## src/rtl/demux1to4_32bit_buf.sv

```systemverilog
// Buffered 1-to-4 demux: steers or broadcasts one producer word
// into four held channels, each released by its consumer's ack.
//
// Ports:
//   clk, reset_n          clock, async active-low reset
//   in_data/in_sel        producer word and destination channel
//   in_bcast              deliver to all four channels at once
//   in_valid/in_ready     producer handshake (ready is combinational)
//   out0..out3            channel holding registers
//   out_valid/out_ack     per-channel hold flag and consumer take
//   busy                  any channel holds a word
module demux1to4_32bit_buf #(
  parameter int WIDTH = 32
) (
  input  logic             clk,
  input  logic             reset_n,
  input  logic [WIDTH-1:0] in_data,
  input  logic [1:0]       in_sel,
  input  logic             in_bcast,
  input  logic             in_valid,
  output logic             in_ready,
  output logic [WIDTH-1:0] out0,
  output logic [WIDTH-1:0] out1,
  output logic [WIDTH-1:0] out2,
  output logic [WIDTH-1:0] out3,
  output logic [3:0]       out_valid,
  input  logic [3:0]       out_ack,
  output logic             busy
);

  logic [WIDTH-1:0] data_q [4];
  logic [3:0]       valid_q;
  logic [3:0]       free;
  logic [3:0]       target;
  logic [3:0]       load;
  logic             accept;

  // a channel being acked this cycle can be refilled at the same edge
  assign free = ~valid_q | out_ack;

  always_comb begin
    target = 4'b0000;
    if (in_bcast) begin
      target = 4'b1111;
    end else begin
      unique case (in_sel)
        2'd0: target = 4'b0001;
        2'd1: target = 4'b0010;
        2'd2: target = 4'b0100;
        2'd3: target = 4'b1000;
        default: target = 4'b0000;
      endcase
    end
  end

  // broadcast needs every channel free: all or nothing
  assign in_ready = in_bcast ? (&free) : (|(free & target));
  assign accept   = in_valid & in_ready;
  assign load     = accept ? target : 4'b0000;

  always_ff @(posedge clk or negedge reset_n) begin
    if (!reset_n) begin
      valid_q <= 4'b0000;
      for (int k = 0; k < 4; k++) begin
        data_q[k] <= '0;
      end
    end else begin
      valid_q <= load | (valid_q & ~out_ack);
      for (int k = 0; k < 4; k++) begin
        if (load[k]) begin
          data_q[k] <= in_data;
        end
      end
    end
  end

  assign out0      = data_q[0];
  assign out1      = data_q[1];
  assign out2      = data_q[2];
  assign out3      = data_q[3];
  assign out_valid = valid_q;
  assign busy      = |valid_q;

endmodule

```

## config.mk

```make
export PLATFORM = sky130hd
export DESIGN_NAME = demux1to4_32bit_buf
export DESIGN_NICKNAME = d
export VERILOG_FILES = /design/src/rtl/demux1to4_32bit_buf.sv
export SDC_FILE = /design/constraint.sdc
export NUM_CORES = 1
export LEC_CHECK = 0
export ABC_AREA = 0
export CAP_MARGIN = 10
export CORE_UTILIZATION = 30
export CTS_CLUSTER_SIZE = 28
export DETAILED_ROUTE_END_ITERATION = 8
export DONT_BUFFER_PORTS = 1
export PLACE_DENSITY = 0.47
export SYNTH_ARGS = -nofsm -noshare
export SYNTH_HDL_FRONTEND = slang
export SYNTH_SLANG_ARGS = --single-unit
```

## constraint.sdc

```tcl
create_clock -name clk -period 4.35 [get_ports clk]
set_input_delay 1.305 -clock clk [delete_from_list [all_inputs] [get_ports clk]]
set_output_delay 1.305 -clock clk [all_outputs]
set_load 0.02 [all_outputs]
```

==> impl_metrics.toml <==
[status]
status = "finished, final reports clean"

[synthesis]
netlist_top_cells_area = "dfrtp_1 (62%), mux2_4 (16%), mux2_2 (13%)"
synth_cell_type_count = 22
async_flop_share = 1.000
synthCells = 298
yosysSeqAreaShare = 0.6155
ys_warn_count = 0
synth_most_common_cell = "dfrtp_1"
yosys.area.top_type = "dfrtp_1"
synthFlopType = "dfrtp_1"
synth_seq_cells = 132
synth_common_cells = "dfrtp_1 (132), mux2_2 (62), mux2_4 (58), buf_6 (13), mux2_1 (8)"
avgSynthCellArea_um2 = 18.01
synth_top_area_share = 0.6155
synth_nets = 340
synth-edff-count = 0
synth_area_mm2 = 0.005366

[timing]
fin_ws_ns = 0.7111
clock_skew_ns = 0.006404
fin_crit_sh = 0.8365
worst_slew_pin_slew_ns = 0.6488
rsz0062_at_grt = "false"
timing.fmax_mhz = 274.8
setup_tns_ns = 0
finalHoldViolations = 0
min_period_ns = 3.639
drv_slew = 0
setup_viol = 0
relSlewSlack = 0.5654

[grt]
track_usage = 0.1297
grt_pass1_vias = 2903
grt_max_degree = 133
grt.overflow.total = 0
antenna_found_initial = 0
grt_pass1_wl_mm = 17.61

[drt]
vias = 2580
wire_per_inst_um = 20.77
drt-total-wl_mm = 11.38
avgViaCountPerCell = 4.708
drc_errors = 0
drtPass1Iterations = 4
drt_iter0_drc = 52
antenna_left = 0

[clock_network]
cts_root_buf = "clkbuf_16"
clockBufferDepth = 2
post_cts_buffers = 0
cts.clk_slew.worst_paths_ns = 0.06
htree_levels = 4
cts_sinks = 132
clk_latency_ns = 0.41
cts_buffers = 17
cts_resized = 0
postCtsHoldBufs = 0
cts_tree = "yes"

[layout]
areaGrowthSynthToFinish_pct = 14.60
nets = 352
drive_above_1_share = 0.5170
finalInstanceArea_mm2 = 0.006150
final_cells = 548
diodes = 0

[floorplanning]
initial_core_util = 0.3092
dieArea_mm2 = 0.01843
io-pin-count = 176
die_w_um = 135.7
coreArea_mm2 = 0.01736
die_h_um = 135.7
rows = 48

[worst_setup_path]
cpPeakStageDelay_ns = 0.41
critPathRequiredTime_ns = 3.04
critPathBufInv = 0
worstPathMaxFanout = 5
cp.arrival_ns = 2.33
cpMaxStageDelayCell = "or2_2"
cp_top_family = "simple AND/OR/NAND/NOR gates"
startpoint_type = "input pin"
path_cells = "and2b_1, o21ai_2, a41oi_4, or2_2"
path_class = "input pin to output port"
cp-end-kind = "output port"

[place]
pre_cts_ws_ns = 0.7169
place_area_mm2 = 0.005559
routabilityCongestion = 0.6953
dp_hpwl_mm = 7.444
port_buffers = 0
dp_cells = 516

[pwr]
p_leak_nw = 2.787
ir_drop_uv = 267.0
finalPower_mw = 4.005
power.density_mw_per_mm2 = 651.3

[flow_run]
maxCapViolCount = 0

[hold_path]
hold_class = "input pin to asynchronous set/reset pin"
registers in the layout, indices dropped and copies added, names as in the netlist:
name       flops
out0          32
out2          32
out_valid      4
out1          32
out3          32
metrics by stage:
step | hold WS, ns | util
floorplan | 0.6150 | -
global placement | 0.6358 | 0.3203
detailed placement | 0.6367 | 0.3203
CTS | 0.5610 | 0.3543
global route | 0.5588 | 0.3543
finish | 0.5892 | 0.3543
final timing paths:
path | start | end | slack (ns) | cells after the start
setup / recovery | in_sel[1] | in_ready | 0.71 | 4
hold / removal | reset_n | out2[19] | 0.59 | 0
setup reg to reg | out_valid[1] | out3[13] | 1.87 | 6
hold reg to reg | out0[31] | out0[31] | 0.65 | 1
max in group asynchronous | reset_n | out3[4] | 3.58 | 0
min in group clk | out0[31] | out0[31] | 0.65 | 1
cells in the final DEF (no fill, tap or decap), drive strengths merged:
cell type  netlist  final
clkbuf           0     24
o221ai           2      2
mux2           128    128
nand2            6      6
clkinv           0      4
or2b             1      1
o211ai           2      2
nand2b           3      3
buf             13      6
and2b            2      2
o21bai           1      1
or4              1      1
nor2             1      1
nand3            1      1
o21ai            2      2
clkinvlp         0      2
a41oi            1      1
dfrtp          132    132
a21o             1      1
or2              1      1
bufinv           0      2
kinds of logic after synthesis:
group / Yosys count / synth area share
flip-flops: 132 / 0.6155
multiplexers: 128 / 0.3092
AND/OR/NAND/NOR: 16 / 0.01749
buffers and inverters: 13 / 0.02728
AO/OA/AOI/OAI: 9 / 0.03054
power by group:
part / switching, mW / total [mW] / internal [mW]
Sequential: 0.605 / 2.12 / 1.52
Combinational: 0.142 / 0.466 / 0.324
Clock: 0.512 / 1.41 / 0.903
Total: 1.26 / 4.01 / 2.75
area by class of cell:
cell class	count	area (µm²)
Clock buffer	24	491.7
Timing Repair Buffer	6	57.56
Tap cell	225	281.5
Fill cell	1672	11210
Sequential cell	132	3303
Clock inverter	8	98.84
Multi-Input combinational cell	153	1917
routing by layer:
metal	part of all wire	GRT usage	wire, µm	up-vias
met2	0.46	0.1905	5184	133
met4	0.011	0.04994	123	0
met5	0	0	0	-
li1	-	-	-	1084
met1	0.41	0.1597	4687	1353
met3	0.12	0.06771	1388	10
Power figures use the tool's default switching activity.
